--- config.mk ---
export PLATFORM = sky130hd
export DESIGN_NAME = ccg_bist_collector_flat
export DESIGN_NICKNAME = d
export VERILOG_FILES = /design/src/rtl/ccg_bist_collector_if.sv /design/src/rtl/ccg_bist_collector.sv /design/src/flat_wrapper.sv
export SDC_FILE = /design/constraint.sdc
export NUM_CORES = 1
export LEC_CHECK = 0
export CAP_MARGIN = 20
export CORE_AREA = 2 2 66 68
export DETAILED_ROUTE_END_ITERATION = 10
export DIE_AREA = 0 0 68 70
export HOLD_SLACK_MARGIN = 0.15
export PLACE_DENSITY = 0.74
export SLEW_MARGIN = 20
export SYNTH_ARGS = -nofsm -noshare
export SYNTH_HDL_FRONTEND = slang
export SYNTH_SLANG_ARGS = --single-unit
export TNS_END_PERCENT = 50
--- constraint.sdc ---
create_clock -name clk -period 2.9 [get_ports clk]
set_clock_uncertainty 0.1 [all_clocks]
set_input_delay 0.725 -clock clk [delete_from_list [all_inputs] [get_ports clk]]
set_output_delay 0.725 -clock clk [all_outputs]
set_load 0.005 [all_outputs]
--- src/rtl/ccg_bist_collector_if.sv ---
// Handshake/data bundle between the BIST collector and its controller/CUT side.
// The slave modport is the collector; the master modport drives start, golden and the CUT response.
interface ccg_bist_collector_if #(
    parameter int unsigned N_IN  = 2,
    parameter int unsigned N_OUT = 12,
    parameter int unsigned SIG_W = 16
);
    logic             start;
    logic [SIG_W-1:0] golden_sig;
    logic [N_IN-1:0]  x_out;
    logic [N_OUT-1:0] resp_in;
    logic             busy;
    logic             done;
    logic [SIG_W-1:0] signature;
    logic             pass;

    modport master (
        output start, golden_sig, resp_in,
        input  x_out, busy, done, signature, pass
    );

    modport slave (
        input  start, golden_sig, resp_in,
        output x_out, busy, done, signature, pass
    );
endinterface

--- src/rtl/ccg_bist_collector.sv ---
// Exhaustive-sweep BIST wrapper: drives 2^N_IN patterns into a combinational CUT,
// registers its outputs, folds them into a Galois MISR and compares against a golden signature.
module ccg_bist_collector #(
    parameter int unsigned         N_IN  = 2,
    parameter int unsigned         N_OUT = 12,
    parameter int unsigned         SIG_W = 16,
    parameter logic [SIG_W-1:0]    POLY  = 16'h1021,
    parameter logic [SIG_W-1:0]    SEED  = 16'hFFFF
) (
    input  logic                   clk,
    input  logic                   rst_n,
    ccg_bist_collector_if.slave    bus
);
    typedef enum logic [1:0] {StIdle, StRun, StFlush, StDone} state_e;

    localparam logic [N_IN-1:0] LastPat = '1;

    state_e           r_state, w_state_nxt;
    logic [N_IN-1:0]  r_x, w_x_nxt;
    logic [N_OUT-1:0] r_resp, w_resp_nxt;
    logic             r_v, w_v_nxt;
    logic [SIG_W-1:0] r_sig, w_sig_nxt;
    logic             r_done, w_done_nxt;
    logic             r_pass, w_pass_nxt;
    logic [SIG_W-1:0] w_resp_ext;
    logic [SIG_W-1:0] w_misr;

    assign w_resp_ext = SIG_W'(r_resp);
    assign w_misr     = {r_sig[SIG_W-2:0], 1'b0} ^ (r_sig[SIG_W-1] ? POLY : '0) ^ w_resp_ext;

    always_ff @(posedge clk or negedge rst_n) begin
        if (!rst_n) begin
            r_state <= StIdle;
            r_x     <= '0;
            r_resp  <= '0;
            r_v     <= 1'b0;
            r_sig   <= SEED;
            r_done  <= 1'b0;
            r_pass  <= 1'b0;
        end else begin
            r_state <= w_state_nxt;
            r_x     <= w_x_nxt;
            r_resp  <= w_resp_nxt;
            r_v     <= w_v_nxt;
            r_sig   <= w_sig_nxt;
            r_done  <= w_done_nxt;
            r_pass  <= w_pass_nxt;
        end
    end

    always_comb begin
        w_state_nxt = r_state;
        w_x_nxt     = r_x;
        w_resp_nxt  = r_resp;
        w_v_nxt     = r_v;
        w_sig_nxt   = r_sig;
        w_done_nxt  = r_done;
        w_pass_nxt  = r_pass;
        unique case (r_state)
            StIdle, StDone: begin
                if (bus.start) begin
                    w_state_nxt = StRun;
                    w_x_nxt     = '0;
                    w_sig_nxt   = SEED;
                    w_done_nxt  = 1'b0;
                    w_pass_nxt  = 1'b0;
                    w_v_nxt     = 1'b0;
                end
            end
            StRun: begin
                w_resp_nxt = bus.resp_in;
                w_v_nxt    = 1'b1;
                // The first RUN cycle has nothing captured yet, so it must not fold.
                if (r_v) begin
                    w_sig_nxt = w_misr;
                end
                if (r_x == LastPat) begin
                    w_state_nxt = StFlush;
                end else begin
                    w_x_nxt = r_x + N_IN'(1);
                end
            end
            StFlush: begin
                w_sig_nxt   = w_misr;
                w_pass_nxt  = (w_misr == bus.golden_sig);
                w_done_nxt  = 1'b1;
                w_v_nxt     = 1'b0;
                w_state_nxt = StDone;
            end
            default: w_state_nxt = StIdle;
        endcase
    end

    assign bus.x_out     = r_x;
    assign bus.busy      = (r_state == StRun) || (r_state == StFlush);
    assign bus.done      = r_done;
    assign bus.signature = r_sig;
    assign bus.pass      = r_pass;
endmodule

--- src/flat_wrapper.sv ---
// flat-port wrapper written by rule: the top's interface ports become plain ports
module ccg_bist_collector_flat 
#(
    parameter int unsigned         N_IN  = 2,
    parameter int unsigned         N_OUT = 12,
    parameter int unsigned         SIG_W = 16,
    parameter logic [SIG_W-1:0]    POLY  = 16'h1021,
    parameter logic [SIG_W-1:0]    SEED  = 16'hFFFF
)
  (clk, rst_n, bus_start, bus_golden_sig, bus_resp_in, bus_x_out, bus_busy, bus_done, bus_signature, bus_pass);
  ccg_bist_collector_if #(.N_IN(N_IN), .N_OUT(N_OUT), .SIG_W(SIG_W)) bus_i ();
  input  logic clk;
  input  logic rst_n;
  input wire logic [$bits(bus_i.start)-1:0] bus_start;
  input wire logic [$bits(bus_i.golden_sig)-1:0] bus_golden_sig;
  input wire logic [$bits(bus_i.resp_in)-1:0] bus_resp_in;
  output wire logic [$bits(bus_i.x_out)-1:0] bus_x_out;
  output wire logic [$bits(bus_i.busy)-1:0] bus_busy;
  output wire logic [$bits(bus_i.done)-1:0] bus_done;
  output wire logic [$bits(bus_i.signature)-1:0] bus_signature;
  output wire logic [$bits(bus_i.pass)-1:0] bus_pass;
  assign bus_i.start = bus_start;
  assign bus_i.golden_sig = bus_golden_sig;
  assign bus_i.resp_in = bus_resp_in;
  assign bus_x_out = bus_i.x_out;
  assign bus_busy = bus_i.busy;
  assign bus_done = bus_i.done;
  assign bus_signature = bus_i.signature;
  assign bus_pass = bus_i.pass;
  ccg_bist_collector #(.N_IN(N_IN), .N_OUT(N_OUT), .SIG_W(SIG_W), .POLY(POLY), .SEED(SEED)) u_core (.clk(clk), .rst_n(rst_n), .bus(bus_i));
endmodule
==> results of run 1 <==
## sequential cells by signal, indices dropped and copies added, names as in the netlist
signal	cells
u_core.bus.pass	1
u_core.r_resp	12
u_core.bus.done	1
u_core.r_v	1
u_core.r_state	2
u_core.bus.signature	16
u_core.bus.x_out	2
## kinds of logic (layout without fill, tap and decap cells)
kind of cell             count (synthesis)  in the layout  share of synthesized area
AO/OA/AOI/OAI                           28             28                    0.09173
XOR/XNOR                                29             29                     0.1923
adder cells (fa/ha/maj)                  4              4                    0.02738
buffers and inverters                    9             68                    0.01848
flip-flops                              35             35                     0.4901
multiplexers                            15             15                    0.09103
AND/OR/NAND/NOR                         34             34                    0.08898
## power groups by stage
stage	sequential, mW	combinational, mW	clock [mW]
floorplan	1.00	1.04	0
global placement	1.03	1.50	0
detailed placement	1.05	1.57	0
CTS	1.04	1.58	0.524
global route	1.08	1.73	0.547
finish	1.04	1.57	0.517
## metrics by stage
step / power, mW / std cells / util / hold WS [ns] / instance area, µm²
CTS: 3.146 / 264 / 0.6138 / 0.4272 / 2544
floorplan: 2.045 / 154 / - / 0.3294 / 1828
detailed placement: 2.618 / 256 / 0.5818 / 0.4121 / 2411
finish: 3.129 / 265 / 0.6156 / 0.4255 / 2551
global placement: 2.534 / 256 / 0.5818 / 0.3906 / 2411
global route: 3.350 / 265 / 0.6156 / 0.4389 / 2551
## worst max-delay path, delay by kind of cell, from the launching register on
| family | cells | cell delay (ns) |
|---|---|---|
| adder cells (fa/ha/maj) | 1 | 0.38 |
| buffers and inverters | 3 | 0.70 |
| flip-flops | 1 | 0.40 |
## cell usage after synthesis (all sizes together)
| cell type | number |
|---|---|
| a21oi | 16 |
| a22o | 1 |
| a22oi | 1 |
| and3 | 1 |
| clkbuf | 4 |
| dfrtp | 19 |
| dfstp | 16 |
| ha | 4 |
| inv | 5 |
| mux2 | 13 |
| mux2i | 2 |
| nand2 | 1 |
| nand3 | 1 |
| nand4 | 1 |
| nand4b | 1 |
| nor2 | 20 |
| nor2b | 4 |
| nor3 | 1 |
| nor4 | 1 |
| o211ai | 1 |
| o21ai | 4 |
| o22a | 3 |
| o311ai | 1 |
| o31ai | 1 |
| or2 | 1 |
| or3 | 1 |
| or4 | 1 |
| xnor2 | 14 |
| xnor3 | 7 |
| xor2 | 8 |
## worst min-delay path by stage
| stage | start | to | slack, ns | depth (start not counted) |
|---|---|---|---|---|
| after floorplan | rst_n | u_core.bus.done | 0.33 | 0 |
| after global placement | u_core.r_v | u_core.r_v | 0.39 | 1 |
| after detailed placement | u_core.r_v | u_core.r_v | 0.41 | 1 |
| after CTS | u_core.r_v | u_core.r_v | 0.43 | 1 |
| after global routing | u_core.r_v | u_core.r_v | 0.44 | 1 |
| final | u_core.r_v | u_core.r_v | 0.43 | 1 |
## per-layer routing
| metal | vias to the layer above | global-route usage |
|---|---|---|
| li1 | 652 | - |
| met1 | 682 | 0.2575 |
| met2 | 41 | 0.3053 |
| met3 | 6 | 0.05314 |
| met4 | 0 | 0.05556 |
| met5 | - | 0 |
## cell type report
class                           instances  share of cell area
Timing Repair Buffer                   55              0.2119
Inverter                                5            0.007357
Clock inverter                          2             0.02354
Tap cell                               52             0.02550
Sequential cell                        35              0.3512
Clock buffer                            6             0.02845
Multi-Input combinational cell        110              0.3521
==> run summary, run 1 <==
===========================================================================================
Result of the run                                                              finished clean
Cell at the root of the clock tree                                             sky130_fd_sc_hd__clkbuf_8
Most frequent CP cell                                                          sky130_fd_sc_hd__inv_1
Unrepaired setup endpoints after global routing                                       false
Startpoint types                                                                   register
M1 wire length                                                                      1788 µm
Footprint of the multi-input gates                                                898.4 µm²
Hold WC Path Type                                                              register to register
Maximum level of the CTS H-tree                                                           2
Filler cell count                                                                       323
GP Congestion                                                                        0.7352
Data required time of the worst path                                                2.08 ns
Count of nets after finishing                                                           247
Cell Int Power                                                                     2.064 mW
Max-cap violation count                                                                   0
Source-to-sink clock delay at the later pin of the worst-skew pair                  0.29 ns
Maximum cell stage delay along the critical path                                    0.51 ns
Power Density                                                                   1226 mW/mm²
Antenna cells                                                                             0
Layout Area Growth over Synthesis                                                    39.56%
Vias per inst                                                                         5.211
Pins over their slew limit                                                                0
Effective utilization at floorplan                                                   0.4411
Synth top area cells                                                           sky130_fd_sc_hd__dfrtp_1 (26%), sky130_fd_sc_hd__dfstp_2 (23%), sky130_fd_sc_hd__mux2_2 (8.0%), sky130_fd_sc_hd__xnor3_1 (7.4%), sky130_fd_sc_hd__xnor2_1 (6.7%)
Net switching fraction of the power                                                  0.3402
Arrival time of the worst setup path                                                1.77 ns
Relative contribution of combinational cells to total power                           0.501
Static leakage power                                                               1.086 nW
Type of element capturing the critical path                                     output port
Area of all sequential standard cells                                             895.9 µm²
Final worst-path cycle share                                                         0.8939
Number of global-route vias before repair                                              1393
Total DRC errors in the routed layout                                                     0
Std-Cell Core Area                                                             0.004144 mm²
Most common cell after layout, fill and taps aside                             sky130_fd_sc_hd__clkdlybuf4s50_1
Maximum clock path buffer count                                                           2
Area share of the leading cell type in the synthesized netlist                       0.2601
Via total after detailed routing                                                       1381
Fraction of final layout cells with drive strength greater than 1                    0.2066
Final WL                                                                            4130 µm
Horizontal extent of the die                                                          68 µm
Number of detailed-routing iterations run before antenna repair                           4
Global route total overflow                                                               0
Buffers added on ports                                                                   51
Endpoint of the worst register-to-register path                                u_core.bus.pass
Combined global-route utilization of all metal layers                                0.1930
Chip Height                                                                           70 µm
Most used cells in the layout excluding fill and tap cells                     sky130_fd_sc_hd__clkdlybuf4s50_1 (51), sky130_fd_sc_hd__nor2_1 (20), sky130_fd_sc_hd__dfrtp_1 (19)
Metal2 WL                                                                           2093 µm
Number of setup violations in the final report                                            0
Worst slew slack as a fraction of its limit                                          0.4073
I/O pin count                                                                            52
Crit path max-delay cell type                                                  sky130_fd_sc_hd__clkdlybuf4s50_1
Area enclosed by the die boundary                                              0.004760 mm²
Estimated wirelength of the detail-placed design                                    3145 µm
Maximum clock frequency                                                          0.3858 GHz
Clk sinks                                                                                35
Clock slew seen by the registers of the worst setup and hold paths                  0.07 ns
Met3 wire len                                                                        209 µm
TritonCTS buffer count                                                                    5
DP Worst Slack                                                                    0.2731 ns
R2r setup slk                                                                       0.69 ns
Final ANT Viol Nets                                                                       0
Number of instances resized during post-cts repair                                        0
Wirelength per Cell                                                                15.58 µm
Largest net degree at the start of global routing                                        36
Largest fanout on the critical path                                                       8
Post-route setup slack                                                            0.3078 ns
Worst reg-to-reg path cell count                                                          4
Post-CTS Hold Fix Bufs                                                                    0
Switching pwr                                                                      1.064 mW
Cell type contributing the most total cell area after synthesis                sky130_fd_sc_hd__dfrtp_1
Register bit count reported by yosys                                                     35
Final hold violation count                                                                0
Top layer in use                                                                       met4
Mean instance size in the synthesized netlist                                     11.87 µm²
CTS tree                                                                                yes
Setup Total Neg Slack                                                                  0 ns
Floorplan row count                                                                      24
Cell variety after synth                                                                 32
Number of design-rule violations left by the first detailed-router iteration             50
Buffers inserted during post-CTS setup optimization                                       0
Initial antenna violation count                                                           0
Max IR drop VDD                                                                   0.4833 mV
Critical path, cell by cell                                                    inv_1, ha_1, inv_1, clkdlybuf4s50_1
Cell Area, Synth                                                               0.001828 mm²
Warning count from the yosys run                                                          0
Endpoint of the most critical setup path                                           bus_busy
Global-route wire length before repair                                              6810 µm
Worst-Margin Slew                                                                 0.8857 ns
Share of synthesized area occupied by flip-flops and latches                         0.4901
Origin of the worst setup path                                                 u_core.r_state[0]
Reg-to-reg startpoint                                                          u_core.bus.signature[15]
Portion of total power attributed to sequential cells                                 0.333
Post-synthesis instance total                                                           154
Final critical-path required period                                                2.592 ns
Post-Syn Nets                                                                           189
Start-to-end type of the worst setup path                                      register to output port
Portion of total power attributed to the clock network                                0.165
===========================================================================================
(Power assumes the default switching activity.)
==> run 2: changes to the inputs <==
--- a/config.mk
+++ b/config.mk
@@ -6,11 +6,11 @@
 export NUM_CORES = 1
 export LEC_CHECK = 0
 export CAP_MARGIN = 20
-export CORE_AREA = 2 2 66 68
+export CORE_AREA = 2 2 63 65
 export DETAILED_ROUTE_END_ITERATION = 10
-export DIE_AREA = 0 0 68 70
+export DIE_AREA = 0 0 65 67
 export HOLD_SLACK_MARGIN = 0.15
-export PLACE_DENSITY = 0.74
+export PLACE_DENSITY = 0.8
 export SLEW_MARGIN = 20
 export SYNTH_ARGS = -nofsm -noshare
 export SYNTH_HDL_FRONTEND = slang
==> constraint.sdc (replaced) <==
create_clock -name clk -period 3.2 [get_ports clk]
set_clock_uncertainty 0.1 [all_clocks]
set_input_delay 0.8 -clock clk [delete_from_list [all_inputs] [get_ports clk]]
set_output_delay 0.8 -clock clk [all_outputs]
set_load 0.005 [all_outputs]
==> run 2 against run 1 <==
- core utilization increased by 8.1 points
- non-clock buffer count unchanged
- critical endpoint unchanged
- global-route usage increased by 1.3 points
- worst hold slack got worse by 0.0046 ns
- total power decreased by 14%
- worst setup slack improved by 0.24 ns
- sequential share of layout area increased by 0.52 points
==> run summary, run 2 (same netlist as run 1, synthesis figures left out) <==
===========================================================================================
Setup Total Neg Slack                                                                  0 ns   unchanged
Worst slew slack as a fraction of its limit                                          0.3558   was 0.4073
Global route total overflow                                                               0   unchanged
Startpoint types                                                                   register   unchanged
Number of setup violations in the final report                                            0   unchanged
Number of design-rule violations left by the first detailed-router iteration             31   was 50
Number of detailed-routing iterations run before antenna repair                           4   unchanged
Hold WC Path Type                                                              register to register   unchanged
Maximum level of the CTS H-tree                                                           2   unchanged
Most used cells in the layout excluding fill and tap cells                     sky130_fd_sc_hd__clkdlybuf4s50_1 (51), sky130_fd_sc_hd__nor2_1 (20), sky130_fd_sc_hd__dfrtp_1 (19)   unchanged
Vias per inst                                                                         5.172   was 5.211
Total design power                                                                 2.705 mW   was 3.129 mW
Largest fanout on the critical path                                                       8   unchanged
Footprint of the multi-input gates                                                898.4 µm²   unchanged
Start-to-end type of the worst setup path                                      register to output port   unchanged
Effective utilization at floorplan                                                   0.5069   was 0.4411
Type of element capturing the critical path                                     output port   unchanged
Area of all sequential standard cells                                             895.9 µm²   unchanged
Static leakage power                                                               1.072 nW   was 1.086 nW
TritonCTS buffer count                                                                    5   unchanged
Endpoint of the worst register-to-register path                                u_core.bus.signature[0]   was u_core.bus.pass
Final WL                                                                            3898 µm   was 4130 µm
Source-to-sink clock delay at the later pin of the worst-skew pair                  0.28 ns   was 0.29 ns
Number of global-route vias before repair                                              1378   was 1393
Initial antenna violation count                                                           0   unchanged
Wirelength per Cell                                                                14.93 µm   was 15.58 µm
Number of flip-flops in the largest register                                             16   unchanged
Area enclosed by the die boundary                                              0.004355 mm²   was 0.004760 mm²
R2r setup slk                                                                       0.99 ns   was 0.69 ns
Final std cells w/o fill                                                                261   was 265
Pins over their slew limit                                                                0   unchanged
Tightest hold margin                                                              0.4208 ns   was 0.4255 ns
Unrepaired setup endpoints after global routing                                       false   unchanged
GP Congestion                                                                        0.7924   was 0.7352
Worst-Margin Slew                                                                 0.9628 ns   was 0.8857 ns
Most common cell after layout, fill and taps aside                             sky130_fd_sc_hd__clkdlybuf4s50_1   unchanged
Count of nets after finishing                                                           247   unchanged
Metal2 WL                                                                           2030 µm   was 2093 µm
Maximum clock path buffer count                                                           2   unchanged
Layout Area Growth over Synthesis                                                    37.51%   was 39.56%
Fraction of final layout cells with drive strength greater than 1                    0.2066   unchanged
Floorplan row count                                                                      22   was 24
Max-cap violation count                                                                   0   unchanged
CTS tree                                                                                yes   unchanged
Final ANT Viol Nets                                                                       0   unchanged
Combined global-route utilization of all metal layers                                0.2062   was 0.1930
Max IR drop VDD                                                                   0.5152 mV   was 0.4833 mV
Chip Height                                                                           67 µm   was 70 µm
Global-route wire length before repair                                              6589 µm   was 6810 µm
Std-Cell Core Area                                                             0.003606 mm²   was 0.004144 mm²
I/O pin count                                                                            52   unchanged
Worst reg-to-reg path cell count                                                          6   was 4
Antenna cells                                                                             0   unchanged
Final hold violation count                                                                0   unchanged
Via total after detailed routing                                                       1350   was 1381
Min-delay src                                                                    u_core.r_v   unchanged
Post-route setup slack                                                            0.5524 ns   was 0.3078 ns
Final critical-path required period                                                2.648 ns
Data required time of the worst path                                                2.30 ns   was 2.08 ns
Buffers added on ports                                                                   51   unchanged
Sink of the worst hold path                                                      u_core.r_v   unchanged
Inst Count DP                                                                           253   was 256
Cell at the root of the clock tree                                             sky130_fd_sc_hd__clkbuf_8   unchanged
Final worst-path cycle share                                                         0.8274
Result of the run                                                              finished clean   unchanged
Clk sinks                                                                                35   unchanged
Top layer in use                                                                       met4   unchanged
Largest net degree at the start of global routing                                        36   unchanged
Filler cell count                                                                       304   was 323
DP Worst Slack                                                                    0.4549 ns   was 0.2731 ns
Total DRC errors in the routed layout                                                     0   unchanged
Horizontal extent of the die                                                          65 µm   was 68 µm
M1 wire length                                                                      1660 µm   was 1788 µm
Arrival time of the worst setup path                                                1.75 ns   was 1.77 ns
Clock slew seen by the registers of the worst setup and hold paths                  0.07 ns   about the same
Maximum clock frequency                                                          0.3777 GHz
Count of cells along the worst hold path                                                  1   unchanged
Power Density                                                                   1076 mW/mm²   was 1226 mW/mm²
Met3 wire len                                                                        169 µm   was 209 µm
Buffers inserted during post-CTS setup optimization                                       0   unchanged
Number of instances resized during post-cts repair                                        0   unchanged
Estimated wirelength of the detail-placed design                                    2909 µm   was 3145 µm
Post-CTS Hold Fix Bufs                                                                    0   unchanged
Reg-to-reg startpoint                                                          u_core.r_state[0]   was u_core.bus.signature[15]
===========================================================================================
-- run 2: power by group --
| part | total [mW] | switching, mW | internal, mW | leakage, nW |
|---|---|---|---|---|
| registers | 0.941 | 0.217 | 0.724 | 0.396 |
| logic | 1.42 | 0.579 | 0.838 | 0.625 |
| clock network | 0.346 | 0.150 | 0.196 | 0.0515 |
-- run 2: worst max path at each step --
stage                             start                        to  slack (ns)  depth (start not counted)
2_1_floorplan  u_core.bus.signature[15]           u_core.bus.pass        1.15                          4
3_3_place_gp                  bus_start  u_core.bus.signature[15]        0.61                          4
3_5_place_dp                  bus_start  u_core.bus.signature[12]        0.45                          5
4_1_cts               u_core.r_state[0]                  bus_busy        0.54                          4
5_1_grt               u_core.r_state[0]                  bus_busy        0.44                          4
6_report              u_core.r_state[0]                  bus_busy        0.55                          4
-- run 2: final cells by class --
cell class              instances  share of cell area
clock buffers                   8             0.03982
well taps                      48             0.02389
flip-flops and latches         35              0.3564
multi-input cells             110              0.3574
inverters                       5            0.007466
repair buffers                 55              0.2150
-- run 2: layer usage --
layer | vias to the layer above | GRT usage
met5 | - | 0
met4 | 0 | 0.05585
met3 | 7 | 0.04899
met2 | 31 | 0.3608
met1 | 663 | 0.2552
li1 | 649 | -
-- run 2: critical path: stages (launching register included) --
cell                              delay, ns
sky130_fd_sc_hd__dfrtp_1               0.40
sky130_fd_sc_hd__inv_1                 0.06
sky130_fd_sc_hd__ha_1                  0.38
sky130_fd_sc_hd__inv_1                 0.12
sky130_fd_sc_hd__clkdlybuf4s50_1       0.50
-- run 2: per-stage QoR --
stage / instance area, µm² / util
floorplan: 1828 / -
CTS: 2514 / 0.6971
detailed placement: 2414 / 0.6693
finish: 2514 / 0.6971
global route: 2514 / 0.6971
global placement: 2414 / 0.6693
==> run 3: changes to the inputs <==
--- a/config.mk
+++ b/config.mk
@@ -6,11 +6,11 @@
 export NUM_CORES = 1
 export LEC_CHECK = 0
 export CAP_MARGIN = 20
-export CORE_AREA = 2 2 63 65
+export CORE_AREA = 2 2 69 71
 export DETAILED_ROUTE_END_ITERATION = 10
-export DIE_AREA = 0 0 65 67
+export DIE_AREA = 0 0 71 73
 export HOLD_SLACK_MARGIN = 0.15
-export PLACE_DENSITY = 0.8
+export PLACE_DENSITY = 0.71
 export SLEW_MARGIN = 20
 export SYNTH_ARGS = -nofsm -noshare
 export SYNTH_HDL_FRONTEND = slang
==> constraint.sdc (replaced) <==
create_clock -name clk -period 2.27 [get_ports clk]
set_clock_uncertainty 0.1 [all_clocks]
set_input_delay 0.5675 -clock clk [delete_from_list [all_inputs] [get_ports clk]]
set_output_delay 0.5675 -clock clk [all_outputs]
set_load 0.005 [all_outputs]
==> run 3 against run 2 <==
- non-clock buffer count increased by 5
- count of clock-buffer cells in the layout decreased by 2
- critical path depth unchanged
- worst setup slack got worse by 0.50 ns
- critical path type unchanged
- largest cell class unchanged
==> run summary, run 3 (same netlist as run 1, synthesis figures left out) <==
===========================================================================================
Result of the run                                                              finished clean   unchanged
Number of detailed-routing iterations run before antenna repair                           4   unchanged
Maximum clock frequency                                                          0.4508 GHz
Fraction of final layout cells with drive strength greater than 1                    0.2294   was 0.2066
Static leakage power                                                               1.109 nW   was 1.072 nW
Vias per inst                                                                         4.901   was 5.172
Post-CTS Hold Fix Bufs                                                                    0   unchanged
Number of setup violations in the final report                                            0   unchanged
Maximum cell stage delay along the critical path                                    0.50 ns   about the same
Total DRC errors in the routed layout                                                     0   unchanged
Setup Total Neg Slack                                                                  0 ns   unchanged
Buffers added on ports                                                                   51   unchanged
Clk sinks                                                                                35   unchanged
Critical path, cell by cell                                                    inv_1, ha_4, inv_1, clkdlybuf4s50_1   was inv_1, ha_1, inv_1, clkdlybuf4s50_1
Number of flip-flops in the largest register                                             16   unchanged
Global route total overflow                                                               0   unchanged
Number of design-rule violations left by the first detailed-router iteration             82   was 31
CTS tree                                                                                yes   unchanged
Startpoint types                                                                   register   unchanged
Chip Height                                                                           73 µm   was 67 µm
Area enclosed by the die boundary                                              0.005183 mm²   was 0.004355 mm²
Hold WC Path Type                                                              register to register   unchanged
Horizontal extent of the die                                                          71 µm   was 65 µm
DP Worst Slack                                                                   0.05688 ns   was 0.4549 ns
Largest net degree at the start of global routing                                        36   unchanged
Family with the most delay on the worst path                                   buffers and inverters   unchanged
Initial antenna violation count                                                           0   unchanged
Cell at the root of the clock tree                                             sky130_fd_sc_hd__clkbuf_8   unchanged
Global-route wire length before repair                                              6403 µm   was 6589 µm
Maximum clock path buffer count                                                           2   unchanged
Final hold violation count                                                                0   unchanged
I/O pin count                                                                            52   unchanged
Arrival time of the worst setup path                                                1.55 ns   was 1.75 ns
Worst slew slack as a fraction of its limit                                          0.6575   was 0.3558
Type of element capturing the critical path                                     output port   unchanged
Largest fanout on the critical path                                                       4   was 8
Buf/Inv on CP                                                                             3   unchanged
Clock slew seen by the registers of the worst setup and hold paths                  0.07 ns   about the same
Final ANT Viol Nets                                                                       0   unchanged
Start-to-end type of the worst setup path                                      register to output port   unchanged
Via total after detailed routing                                                       1333   was 1350
Power Density                                                                   1558 mW/mm²   was 1076 mW/mm²
Std-Cell Core Area                                                             0.004536 mm²   was 0.003606 mm²
Most frequent CP cell                                                          sky130_fd_sc_hd__inv_1   unchanged
Effective utilization at floorplan                                                   0.4030   was 0.5069
Max-cap violation count                                                                   0   unchanged
Post-route setup slack                                                           0.05177 ns   was 0.5524 ns
Maximum level of the CTS H-tree                                                           2   unchanged
Floorplan row count                                                                      25   was 22
Source-to-sink clock delay at the later pin of the worst-skew pair                  0.28 ns   about the same
Final critical-path required period                                                2.218 ns
TritonCTS buffer count                                                                    5   unchanged
Data required time of the worst path                                                1.60 ns   was 2.30 ns
Layout Area Growth over Synthesis                                                    42.44%   was 37.51%
Number of global-route vias before repair                                              1361   was 1378
Wirelength per Cell                                                                13.78 µm   was 14.93 µm
Antenna cells                                                                             0   unchanged
Post-layout utilization of the core                                                  0.5741   was 0.6971
GP Congestion                                                                        0.7085   was 0.7924
Final worst-path cycle share                                                         0.9772
Worst-Margin Slew                                                                 0.5127 ns   was 0.9628 ns
Combined global-route utilization of all metal layers                                0.1603   was 0.2062
Count of nets after finishing                                                           252   was 247
Most used cells in the layout excluding fill and tap cells                     sky130_fd_sc_hd__clkdlybuf4s50_1 (51), sky130_fd_sc_hd__nor2_1 (20), sky130_fd_sc_hd__dfrtp_1 (19)   unchanged
Estimated wirelength of the detail-placed design                                    2773 µm   was 2909 µm
Pins over their slew limit                                                                0   unchanged
Final WL                                                                            3749 µm   was 3898 µm
Unrepaired setup endpoints after global routing                                       false   unchanged
Crit path max-delay cell type                                                  sky130_fd_sc_hd__clkdlybuf4s50_1   unchanged
Most common cell after layout, fill and taps aside                             sky130_fd_sc_hd__clkdlybuf4s50_1   unchanged
Max IR drop VDD                                                                   0.8328 mV   was 0.5152 mV
===========================================================================================
run 3: through the flow:
stage,power (mW),cell area (µm²),hold slack [ns],std cells
3_5_place_dp,3.397,2451,0.4137,263
3_3_place_gp,3.352,2451,0.3891,263
2_1_floorplan,2.613,1828,0.1719,154
6_report,4.057,2604,0.4222,272
4_1_cts,4.111,2604,0.4273,272
5_1_grt,4.376,2604,0.4351,272
run 3: cell type report:
cell class | count | area, µm²
fillers | 388 | 1932
inverters | 5 | 18.77
repair buffers | 60 | 578.1
flip-flops and latches | 35 | 895.9
clock inverters | 2 | 60.06
clock buffers | 6 | 72.57
well taps | 54 | 67.56
multi-input cells | 110 | 910.9
run 3: power by group:
group	internal [mW]	switching (mW)	leakage, nW
clock	0.439	0.214	0.0654
sequential	1.02	0.278	0.396
combinational	1.27	0.841	0.647
run 3: layer usage:
| metal | vias up | routed length [µm] | GRT usage |
|---|---|---|---|
| li1 | 659 | - | - |
| met1 | 630 | 1668 | 0.2169 |
| met2 | 40 | 1825 | 0.2513 |
| met3 | 4 | 210 | 0.03315 |
| met4 | 0 | 46 | 0.06918 |
| met5 | - | 0 | 0 |
run 3: worst reg2reg max path: stages, from the launching register on:
cell	delay, ns
sky130_fd_sc_hd__dfstp_2	0.53
sky130_fd_sc_hd__xnor3_2	0.44
sky130_fd_sc_hd__xnor2_1	0.14
sky130_fd_sc_hd__or4_1	0.54
sky130_fd_sc_hd__o31ai_1	0.26
run 3: what timing repair did:
action / in CTS / in global routing
endpoints found under the setup margin: 1 / 0
buffers inserted: 1 / 0
hold endpoints to repair: 0 / 0
resized for setup: 1 / 0
run 3: worst paths after layout:
path                                           from                       to  cells past startpoint  slack (ns)
max                               u_core.r_state[0]                 bus_busy                      4        0.05
min                                      u_core.r_v               u_core.r_v                      1        0.42
max reg2reg                u_core.bus.signature[15]          u_core.bus.pass                      4        0.16
min reg2reg                              u_core.r_v               u_core.r_v                      1        0.42
max in group asynchronous                     rst_n  u_core.bus.signature[7]                      2        1.13
min in group asynchronous                     rst_n        u_core.r_resp[10]                      2        0.59
